[src/rtl/clock_div_detect.sv]
// Measures the period of a divided clock in clk_in cycles, recovers the
// power-of-two division factor and reports lock once the period is stable.
module clock_div_detect #(
  parameter int DIV_WIDTH    = 6,
  parameter int COUNT_WIDTH  = 32,
  parameter int MAX_PERIOD   = 65536,
  parameter int STABLE_COUNT = 4
) (
  input  logic                   clk_in,
  input  logic                   rst,
  input  logic                   enable,
  input  logic                   clk_meas,
  output logic [COUNT_WIDTH-1:0] period,
  output logic [DIV_WIDTH-1:0]   div_out,
  output logic                   meas_valid,
  output logic                   locked,
  output logic                   bad_period,
  output logic                   timeout
);

  localparam int                     MATCH_W    = $clog2(STABLE_COUNT + 1);
  localparam logic [COUNT_WIDTH-1:0] MAX_CNT    = COUNT_WIDTH'(MAX_PERIOD);
  localparam logic [MATCH_W-1:0]     MATCH_FULL = MATCH_W'(STABLE_COUNT);
  localparam longint                 DIV_LIMIT  = (longint'(1) << DIV_WIDTH) - 1;

  typedef enum logic [1:0] {
    IDLE      = 2'd0,
    WAIT_EDGE = 2'd1,
    MEASURE   = 2'd2
  } state_t;

  state_t                 state_q, state_d;
  logic [2:0]             sync_q;
  logic [COUNT_WIDTH-1:0] cnt_q, cnt_d;
  logic [MATCH_W-1:0]     match_q, match_d;
  logic                   first_q, first_d;
  logic [COUNT_WIDTH-1:0] period_q, period_d;
  logic [DIV_WIDTH-1:0]   div_q, div_d;
  logic                   valid_q, valid_d;
  logic                   locked_q, locked_d;
  logic                   bad_q, bad_d;
  logic                   timeout_q, timeout_d;

  logic                   meas_edge;
  logic                   p_pow2;
  logic                   p_bad;
  int                     p_idx;

  function automatic int msb_index(input logic [COUNT_WIDTH-1:0] v);
    int idx;
    idx = 0;
    for (int i = 0; i < COUNT_WIDTH; i++) begin
      if (v[i]) idx = i;
    end
    return idx;
  endfunction

  // sync1 -> sync2 -> sync3; the rising edge is seen between sync2 and sync3
  assign meas_edge = sync_q[1] & ~sync_q[2];

  // Candidate measurement is always the current count; used only on meas_edge
  assign p_pow2 = (cnt_q != '0) && ((cnt_q & (cnt_q - COUNT_WIDTH'(1))) == '0);
  assign p_idx  = msb_index(cnt_q);
  assign p_bad  = !p_pow2 || (longint'(p_idx) > DIV_LIMIT);

  always_comb begin
    state_d   = state_q;
    cnt_d     = cnt_q;
    match_d   = match_q;
    first_d   = first_q;
    period_d  = period_q;
    div_d     = div_q;
    valid_d   = 1'b0;
    locked_d  = locked_q;
    bad_d     = bad_q;
    timeout_d = timeout_q;

    if (!enable) begin
      state_d   = IDLE;
      cnt_d     = '0;
      match_d   = '0;
      first_d   = 1'b0;
      period_d  = '0;
      div_d     = '0;
      locked_d  = 1'b0;
      bad_d     = 1'b0;
      timeout_d = 1'b0;
    end else begin
      case (state_q)
        IDLE: begin
          state_d = WAIT_EDGE;
          cnt_d   = '0;
        end
        WAIT_EDGE: begin
          if (meas_edge) begin
            state_d   = MEASURE;
            cnt_d     = COUNT_WIDTH'(1);
            first_d   = 1'b1;
            timeout_d = 1'b0;
          end else begin
            if (cnt_q != MAX_CNT) cnt_d = cnt_q + COUNT_WIDTH'(1);
            else                  timeout_d = 1'b1;
            locked_d = 1'b0;
          end
        end
        MEASURE: begin
          // An edge coinciding with a saturated count still wins over timeout
          if (meas_edge) begin
            cnt_d    = COUNT_WIDTH'(1);
            period_d = cnt_q;
            valid_d  = 1'b1;
            bad_d    = p_bad;
            if (!p_bad) div_d = DIV_WIDTH'(p_idx);
            if (first_q || (cnt_q != period_q)) match_d = MATCH_W'(1);
            else if (match_q != MATCH_FULL)     match_d = match_q + MATCH_W'(1);
            locked_d = (match_d == MATCH_FULL) && !p_bad;
            first_d  = 1'b0;
          end else if (cnt_q == MAX_CNT) begin
            state_d   = WAIT_EDGE;
            timeout_d = 1'b1;
            locked_d  = 1'b0;
            match_d   = '0;
          end else begin
            cnt_d = cnt_q + COUNT_WIDTH'(1);
          end
        end
        default: state_d = IDLE;
      endcase
    end
  end

  always_ff @(posedge clk_in or posedge rst) begin
    if (rst) begin
      state_q   <= IDLE;
      sync_q    <= '0;
      cnt_q     <= '0;
      match_q   <= '0;
      first_q   <= 1'b0;
      period_q  <= '0;
      div_q     <= '0;
      valid_q   <= 1'b0;
      locked_q  <= 1'b0;
      bad_q     <= 1'b0;
      timeout_q <= 1'b0;
    end else begin
      state_q   <= state_d;
      sync_q    <= {sync_q[1:0], clk_meas};
      cnt_q     <= cnt_d;
      match_q   <= match_d;
      first_q   <= first_d;
      period_q  <= period_d;
      div_q     <= div_d;
      valid_q   <= valid_d;
      locked_q  <= locked_d;
      bad_q     <= bad_d;
      timeout_q <= timeout_d;
    end
  end

  assign period     = period_q;
  assign div_out    = div_q;
  assign meas_valid = valid_q;
  assign locked     = locked_q;
  assign bad_period = bad_q;
  assign timeout    = timeout_q;

endmodule

[config.mk]
export PLATFORM = sky130hd
export DESIGN_NAME = clock_div_detect
export DESIGN_NICKNAME = d
export VERILOG_FILES = /design/src/rtl/clock_div_detect.sv
export SDC_FILE = /design/constraint.sdc
export NUM_CORES = 1
export LEC_CHECK = 0
export CAP_MARGIN = 20
export CORE_ASPECT_RATIO = 0.9
export CORE_MARGIN = 2
export CORE_UTILIZATION = 30
export DETAILED_ROUTE_END_ITERATION = 7
export PLACE_DENSITY_LB_ADDON = 0.3
export SKIP_LAST_GASP = 1
export SLEW_MARGIN = 20
export SYNTH_ARGS = -nofsm -noshare
export SYNTH_HDL_FRONTEND = slang
export SYNTH_SLANG_ARGS = --single-unit
[constraint.sdc]
create_clock -name clk_in -period 3.6 [get_ports clk_in]
set_input_delay 0.72 -clock clk_in [delete_from_list [all_inputs] [get_ports clk_in]]
set_output_delay 0.72 -clock clk_in [all_outputs]
set_load 0.05 [all_outputs]
# Word level (Yosys, flattened, before mapping)
# Index checks and enable logic that the tools add are counted.
# op_classes
addsub	3
multipliers	0
div	0
n_lt_le_gt_ge	1
eq_ne	22
shift	0
muxes	79
n_bitwise	3
n_reduce_logical	17
# op_table
operator	count
two-way mux 32 bit	38
one-hot mux 32 bit (3 select lines)	1
adder 32 x 1 -> 32 bit (second input constant)	1
bitwise AND 32 bit	1
== test 32 x 17 -> 1 bit (second input constant)	1
greater-than comparator 32 x 7 -> 1 bit (second input constant)	1
zero test 32 bit	1
!= test 32 x 17 -> 1 bit (second input constant)	1
!= test 32 bit	1
nonzero test 32 bit	1
subtractor 32 x 1 -> 32 bit (second input constant)	1
two-way mux 3 bit	9
two-way mux 6 bit	4
two-way mux 1 bit	19
!= test 3 bit (second input constant)	6
!= test 4 bit (second input constant)	4
AND reduction 3 bit	5
two-way mux 2 bit	4
!= test 3 x 1 -> 1 bit (second input constant)	2
one-hot mux 1 bit (2 select lines)	3
one-hot mux 2 bit (3 select lines)	1
!= test 2 x 1 -> 1 bit (second input constant)	2
!= test 4 x 1 -> 1 bit (second input constant)	1
AND reduction 2 bit	2
12 further kinds	15
# word_totals
ff_bits	83
latch_bits	0
ram_bits	0
rom_bits	0
input_bits	4
out_inout_bits	42
wordCells	136
memories	0

# Longest topological paths before layout
# Gate-level depths: netlist of the first run.
# logic_depth
ltp_word	38
mapped_depth	12
mapped_depth_nobuf	9

# Least setup slack after synthesis of the first run
# Ideal clock, no wire load.
# synth_timing
path_kind	flip-flop to flip-flop
start	register cnt_q[1]
end	register div_q[0], in the netlist div_out[0]
setup_ns	0.095
arrival_time_ns	3.286
required_time_ns	3.505
slack_ns	0.218
path_stages_with_launch	13
n_path_buf	3
period_less_slack_ns	3.382
cell_sequence	dfrtp_1 -> inv_1 -> ha_1 -> or3b_2 -> buf_4 -> or4_1 -> clkbuf_1 -> o41ai_1 -> nand4bb_1 -> or4_4 -> or3_1 -> buf_6 -> o31ai_1
# synth_between
elab_chain_len	35
elab_cells_between_ends	45
classes_between	add/sub (1); order compare (1); eq/ne (1); mux (35); bitwise (1); reduce/logical (6)
# synth_lines
item	line	source
from (decl)	34	logic [COUNT_WIDTH-1:0] cnt_q, cnt_d;
from (signal assigned)	148	cnt_q <= cnt_d;
two-way mux 1 bit	53	if (v[i]) idx = i;
two-way mux 32 bit (30 in series)	53	
greater-than comparator 32 x 7 -> 1 bit or two-way mux 6 bit (tied branches)	64, 113	
logical OR 1 bit or two-way mux 6 bit (tied branches)	64, 108	
!= test 2 bit (no source line) or two-way mux 6 bit (tied branches)	-	
AND reduction 3 bit (no source line) or two-way mux 6 bit (tied branches)	-	
to (signal assigned)	152	div_q <= div_d;
to (decl)	38	logic [DIV_WIDTH-1:0] div_q, div_d;
# Several ways; a longest one is shown, not always the timed one. The select of a mux whose other input is x is not followed.
# A chain may end at the register's enable or synchronous reset.

# Worst setup path after layout of the first run
# Ends and elaborated chain as after synthesis.

==> summary by stage, run 1 <==
Run status
The run finished with clean final reports.

CTS
At the later pin of the worst-skew pair, clock insertion delay measures roughly 0.36 ns. TritonCTS built the clock tree. No sink is reached through more buffers than the 2 on the longest clock path. Counting every sink on the clock net gives 82. Clock-pin slew was measured on the worst setup and hold paths at about 0.06 ns. In this run, CTS created clock tree buffers numbering 9. The cell chosen for the clock root is clkbuf_16. The H-tree generated during clock tree synthesis spans 3 levels.

After clock tree synthesis, the setup repair step added 0 buffers.

Route
The routed wire length per instance is 17.4 um. The number of vias per cell after detailed routing is ~5.2. The number of DRC markers after the initial detailed-route iteration is about 290.

Summed over all layers, the routed wires come to around 15000 um. The total number of vias is between 4000 and 5000. The count of nets left with antenna violations once routing finished came out at 0. The first detailed-routing pass took 5 iterations. The number of remaining DRC errors is 0.

STA
The accumulated negative setup slack is 0 ns. The setup clock skew after layout is ~0.011 ns. The final hold violation count is 0.

Setup violations remaining at the end of the flow were counted as 0. The relative slew slack is 46.2%. The shortest period the worst path allows is 3.36 ns. The highest attainable clock frequency is just under 300 MHz. The number of max-slew violations in the final report is 0. The pin slew with the least headroom to its limit is slightly above 0.8 ns.

The worst path meets setup with 0.243 ns of slack. Setup repair after global routing left no endpoint under its margin. The final critical path takes up roughly 93% of the cycle.

Setup path
The critical path is of the reg -> reg type. The worst setup path is launched from a flip-flop. The worst register-to-register path has a depth of 8. The setup check on the worst reg-to-reg path leaves a slack of roughly 0.24 ns.

Data on the critical path arrives at its endpoint at ~3.6 ns. The critical-path maximum fanout is 6. The required arrival time at the worst endpoint is between 3 and 4 ns.

STA classifies the critical path endpoint as a flip-flop.

Power
After layout, the design draws a total of 2.59 mW. Dividing total power by cell area gives a power density of 422 nW/um2. The leakage power of the design is around 2.5 nW.

The worst-case vdd ir drop is between 0.0002 and 0.00025 V.

Hold path
The path class of the tightest hold or removal check is reg -> reg. The hold-critical path depth is 0.

Final layout
The total of fill cells in the finished design is between 1500 and 2000. Leaving out fill and tap cells, the most frequent cells in the layout are 104 x nand2_1, 82 x dfrtp_1, 53 x nor2_1, 46 x xnor2_1, 43 x clkdlybuf4s50_1. Cells with a size suffix above 1 make up roughly a tenth of the layout.

The number of nets in the layout is about 640. Once layout is complete, the cells apart from fillers number about 840. The repair_antennas step left the layout with diodes totalling 0. The synthesis-to-layout area growth is 19.4%. Leaving out fill and tap cells, the most frequent cell in the layout is nand2_1. The total non-filler cell area in the finished layout is 6140 um2.

In the final layout, flip-flops and latches occupy ~2100 um2. The multi-input combinational cells in the finished layout cover a total of roughly 2700 um2.

Placed design
The worst slack after detailed placement is around 0.074 ns. Input and output buffers added on the ports amount to 44. The post-DP HPWL is approximately 11000 um.

The weighted congestion at the end of routability-driven global placement is roughly 0.91. Once placement completed, the tool counted placed cells totaling just over 800. Once placement finished, the instance area stood at 5780 um2.

Die
Measured along the y axis, the die boundary spans ~130 um. The area of the die is 18200 um2. The core region is between 15000 and 20000 um2.

The floorplan step set the die width to between 100 and 150 um. For this design the top-level I/O count stands at 46. The floorplan has 45 rows. The starting density of the core is between 30% and 40%.

Logic synthesis
Counting flops with a built-in enable in the synthesized netlist gives 0. Averaged over all synthesized cells, the footprint is about 8.7 um2. The number of nets in the synthesized netlist is ~610. After synthesis, the share of flip-flops with an asynchronous set or reset is 100%. The main flop type after synthesis is dfrtp_1. Yosys printed 0 warnings. The post-synthesis instance total is between 500 and 600. The share of the Yosys chip area taken by registers is approximately 40%. The number of different library cells in the post-synthesis netlist is 63. In this run the cell area of the synthesized design comes to 5140 um2. The count of state elements after synthesis is a little over 80.

GRT
The pin count of the biggest net entering global routing is 44. The total overflow reported by the global router is 0. The via count of the first global-routing pass is between 4000 and 5000.

The initial antenna violation count came to 0. Global routing used around 17% of the available tracks across all layers. The global-route wire length before repair is between 20000 and 25000 um.

Run
The tool flagged a number of max-cap violations equal to 0.
-- Yosys cell counts, types with 2 or more instances --
cell       count  area [um2]
nand2_1      104         390
dfrtp_1       82        2050
nor2_1        53         199
xnor2_1       46         403
a21boi_0      34         255
clkbuf_1      34         128
inv_1         22        82.6
o21ai_0       18        90.1
a21oi_1       16        80.1
nand4_1       15        93.8
xor2_1        14         123
nor4_1        12        75.1
nand3_1       10        50.1
buf_6          9         101
nor3_1         9        45.0
ha_1           8         100
or4_1          7        52.6
and3_1         6        37.5
o31ai_1        6        45.0
and2_1         5        31.3
mux2i_1        5        50.1
nor2b_1        5        31.3
a211oi_1       4        30.0
and4_1         4        35.0
buf_4          4        30.0
or3_1          4        25.0
clkbuf_8       3        41.3
nand2b_1       3        18.8
o32ai_1        3        26.3
o41ai_1        3        26.3
or2_2          3        18.8
or4_4          3        33.8
a2111oi_0      2        17.5
a22o_1         2        17.5
a31oi_1        2        12.5
clkbuf_2       2        10.0
nor3b_1        2        15.0
o211a_1        2        20.0
o21a_1         2        15.0
o22ai_1        2        12.5
o311ai_0       2        17.5
-- cell families (layout without fill, tap and decap cells) --
logic type / after synthesis / count (layout) / share of synthesized area (%)
AND/OR/NAND/NOR: 252 / 252 / 23.7
AO/OA/AOI/OAI: 109 / 109 / 15.0
flip-flops: 82 / 82 / 39.9
buffers and inverters: 76 / 114 / 7.89
XOR/XNOR: 60 / 60 / 10.2
adder cells (fa/ha/maj): 8 / 8 / 1.95
multiplexers: 6 / 6 / 1.19
other: 1 / 1 / 0.0729
-- routing by layer --
metal / vias to the layer above / track usage [%] / share of wire [%]
li1: 2098 / - / -
met2: 115 / 25.6 / 46
met5: - / 0 / 0
met1: 2190 / 22.9 / 47
met4: 0 / 5.12 / 2.0
met3: 22 / 5.04 / 5.3
-- final timing paths --
path | start | to
max | cnt_q[1]$_DFFE_PP0P_ | div_out[0]$_DFFE_PP0P_
min | sync_q[0]$_DFF_PP0_ | sync_q[1]$_DFF_PP0_
max reg2reg | cnt_q[1]$_DFFE_PP0P_ | div_out[0]$_DFFE_PP0P_
min reg2reg | sync_q[0]$_DFF_PP0_ | sync_q[1]$_DFF_PP0_
max in group asynchronous | rst | cnt_q[17]$_DFFE_PP0P_
min in group asynchronous | rst | period[2]$_DFFE_PP0P_
-- critical path: stages (launching register included) --
cell and delay [ns]:
dfrtp_1 0.38, buf_4 0.16, or4_1 0.62, or4_4 0.55
a211oi_1 0.28, nor3_1 0.08, or4_4 0.56, or3_4 0.40
o31ai_1 0.24
-- area by class of cell --
class / count / area share, %
Inverter: 22 / 1.37
Clock inverter: 7 / 2.04
Sequential cell: 82 / 33.4
Multi-Input combinational cell: 436 / 44.0
Clock buffer: 9 / 3.67
Tap cell: 211 / 4.30
Timing Repair Buffer: 76 / 11.2
-- sequential cells by signal, indices dropped and copies added (netlist names) --
signal and count:
timeout 1, meas_valid 1, div_out 5, bad_period 1, period 32, state_q 2, first_q 1, locked 1
sync_q 3, match_q 3, cnt_q 32
-- metrics by stage --
step	hold WS, ns	util, %
final	0.349	36.5
after global routing	0.361	36.5
after global placement	0.333	34.3
after CTS	0.350	36.4
after detailed placement	0.335	34.3
after floorplan	0.331	-
-- report_power, final --
group	switching (mW)	internal, mW
sequential	0.0153	0.943
clock	0.407	0.685
combinational	0.348	0.191
total	0.770	1.82
-- what timing repair did --
action | in CTS | in global routing
gates resized for setup | 0 | 2
endpoints found under the setup margin | 0 | 6
hold buffers | 0 | 0
Note: power is estimated with default switching activity, not from simulation.
==> run 2, diff against run 1 <==
--- a/config.mk
+++ b/config.mk
@@ -7,7 +7,6 @@
 export LEC_CHECK = 0
 export CAP_MARGIN = 20
 export CORE_ASPECT_RATIO = 0.9
-export CORE_MARGIN = 2
 export CORE_UTILIZATION = 30
 export DETAILED_ROUTE_END_ITERATION = 7
 export PLACE_DENSITY_LB_ADDON = 0.3
==> run 2 against run 1 <==
  * Count of clock-buffer cells in the layout stayed put
  * Critical path depth is the same
  * Largest power group unchanged
  * Clock power fell by 6%
  * Register-to-register slack hardly changed
  * Die area shrank 2.9%
  * Non-clock buffer count is 1 higher
  * Cell count up 0.12%
==> summary by stage, run 2 (synthesis results as in run 1) <==
Route
The total iterations of the first detailed-routing run is 5 (unchanged). The total wire length is 14600 um (-0.68%). The number of vias per cell after detailed routing was 5.14 (-2.1%). The remaining antenna violation count after routing is 0 (unchanged).

The number of DRC markers after the initial detailed-route iteration is 323 (+13%). The routed wire length per instance is 17.3 um (-0.80%). The total number of vias is 4337 (-2.0%). The number of remaining DRC errors is 0 (unchanged).

Placed design
The post-DP HPWL came to 10300 um (-3.4%). The weighted congestion at the end of routability-driven global placement is 0.862 (-5.6%). The worst slack after detailed placement is 0.0743 ns (-0.0000606 ns). The number of cells after detailed placement is 828 (+0.12%). The number of input and output port buffers inserted is 44 (unchanged).

CTS
The deepest level of the CTS H-tree is 3 (unchanged). The tree is rooted in a clkbuf_16. The number of buffers inserted by hold repair at cts is 0 (unchanged).

The clock tree from TritonCTS is built. The total clock buffers created by CTS is 9 (unchanged). The count of clock tree sinks is 82 (unchanged).

The latest clock arrival within the worst-skew pair came to 0.35 ns (about the same). The maximum clock path buffer count is 2 (unchanged). The count of buffers added by post-CTS timing repair for setup came to 0 (unchanged). The CTS clock-pin slew for the worst setup and hold paths was 0.07 ns (about the same).

Setup path
The required arrival time at the worst endpoint is 3.86 ns (about the same). The critical path endpoint category is a flip-flop. The launching element of the worst setup path is cnt_q[1]$_DFFE_PP0P_.

The critical-path maximum fanout was 6 (unchanged). The signal arrival time at the worst endpoint is 3.62 ns (about the same). Traced cell by cell, the critical path runs through buf_4, or4_1, o31ai_1, o211ai_1, or4_1, or4_4, or3_4, o31ai_1. The delay of the slowest critical-path stage is 0.61 ns (about the same). The slowest stage of the critical path belongs to the cell or4_1. STA classifies the critical path startpoint as a flip-flop. The startpoint identified for the worst register-to-register timing path is cnt_q[1]$_DFFE_PP0P_. The critical path is of the reg -> reg type.

STA
The pin slew with the least headroom to its limit is 0.918 ns (+0.112 ns). The accumulated negative setup slack came to 0 ns (unchanged). The worst setup margin is 0.245 ns (+0.00275 ns). The relative slew slack is 38.7% (-7.5 points).

The ratio of final minimum period to clock period is 93.2% (about the same). The final hold violation count came to 0 (unchanged). Setup repair after global routing left no endpoint under its margin.

The highest attainable clock frequency came to 298 MHz (about the same). The shortest period the worst path allows is 3.35 ns (-0.00275 ns). The number of max-slew violations in the final report is 0 (unchanged).

The count of endpoints failing setup in the final report is 0 (unchanged). The setup clock skew after layout is 0.00556 ns (-0.00523 ns).

Die
The height of the die is 126 um (-1.6%). The starting density of the core is 30.5% (unchanged). The count of standard-cell rows is 45 (unchanged). The placeable core area is 16800 um2 (unchanged). The width of the chip is 140 um (-1.4%).

The area of the die is 17700 um2 (-2.9%). The I/O pin count is 46 (unchanged).

Run
The number of maximum-capacitance constraint violations was 0 (unchanged).

Hold path
The class of the most critical hold timing path is reg -> reg. The start point of the worst min-delay path is sync_q[0]$_DFF_PP0_.

Final layout
The number of antenna repair diodes was 0 (unchanged). In the layout the commonest cells are 104 x nand2_1, 82 x dfrtp_1, 53 x nor2_1, 46 x xnor2_1, 43 x clkdlybuf4s50_1. The layout cell share with drive strength beyond 1 is 10.7% (+0.14 points).

The synthesis-to-layout area growth is 19.1%. The final instance count without filler cells is 844 (+0.12%). The most common library cell in the layout ignoring fill and taps is nand2_1. The number of nets in the layout was 640 (+0.16%).

Power
The total power draw is 2.52 mW (-2.6%). The cell area power density came to 412 nW/um2 (-2.3%). The leakage power of the design is 2.52 nW (-0.24%). The worst-case vdd ir drop was 0.000267 V (+7.8%).

GRT
The total overflow reported by the global router was 0 (unchanged). The pin count of the biggest net entering global routing is 43 (-2.3%). The global-route wire length before repair is 23400 um (about the same). The initial antenna violation count is 0 (unchanged). The via count of the first global-routing pass is 4168 (-1.8%).

The total track usage is 17.2% (+0.47 points).

Run status
The flow ran to the end, and the final reports show no timing, DRC or antenna violations.
==> run 2: cell types whose count changed in the layout (fill, tap and decap cells not counted), sizes merged <==
cell	change
buf	+1
bufinv	-1
clkinv	+1
==> run 2: final cells by class <==
cell class,instances,area [um2]
fill,1667,10700
clock buffer,9,225
multi-input combinational,436,2700
tap,211,264
clock inverter,7,101
inverter,22,83.8
timing repair buffer,77,696
sequential,82,2050
==> run 2: path summary, 6_finish.rpt <==
path	endpoint	slack, ns	cells past startpoint
setup reg to reg	div_out[0]$_DFFE_PP0P_	0.25	8
hold reg to reg	sync_q[1]$_DFF_PP0_	0.35	0
min in group asynchronous	sync_q[0]$_DFF_PP0_	0.79	2
setup / recovery	div_out[0]$_DFFE_PP0P_	0.25	8
hold / removal	sync_q[1]$_DFF_PP0_	0.35	0
max in group asynchronous	period[21]$_DFFE_PP0P_	2.13	3
==> run 2: where the power goes <==
group          switching, mW  total, mW  internal [mW]
registers             0.0162      0.959          0.943
clock network          0.411       1.02          0.614
logic                  0.346      0.537          0.191
==> run 2: per-layer routing <==
| metal | wire (um) | vias to the layer above | share of wire, % | global-route usage (%) |
|---|---|---|---|---|
| met1 | 6960 | 2138 | 48 | 23.5 |
| met3 | 652 | 18 | 4.5 | 4.41 |
| met2 | 6710 | 89 | 46 | 26.8 |
| li1 | - | 2092 | - | - |
| met4 | 251 | 0 | 1.7 | 4.98 |
| met5 | 0 | - | 0 | 0 |
==> run 2: metrics by stage <==
step | utilization [%] | hold slack (ns) | cell area [um2]
after floorplan | - | 0.331 | 5140
after global placement | 34.4 | 0.332 | 5790
after detailed placement | 34.4 | 0.337 | 5790
after CTS | 36.3 | 0.353 | 6110
after global routing | 36.4 | 0.361 | 6120
final | 36.4 | 0.350 | 6120
==> run 2: repair_timing <==
action / in CTS / in global routing
setup endpoints to repair: 0 / 2
gates resized for setup: 0 / 2
hold endpoints to repair: 0 / 0
==> run 2: worst max-delay path: cells and delay by family, from the launching register on <==
kind / cells / cell delay (ns)
AND/OR/NAND/NOR: 4 / 2.05
AO/OA/AOI/OAI: 3 / 0.67
flip-flops: 1 / 0.37
buffers and inverters: 1 / 0.16
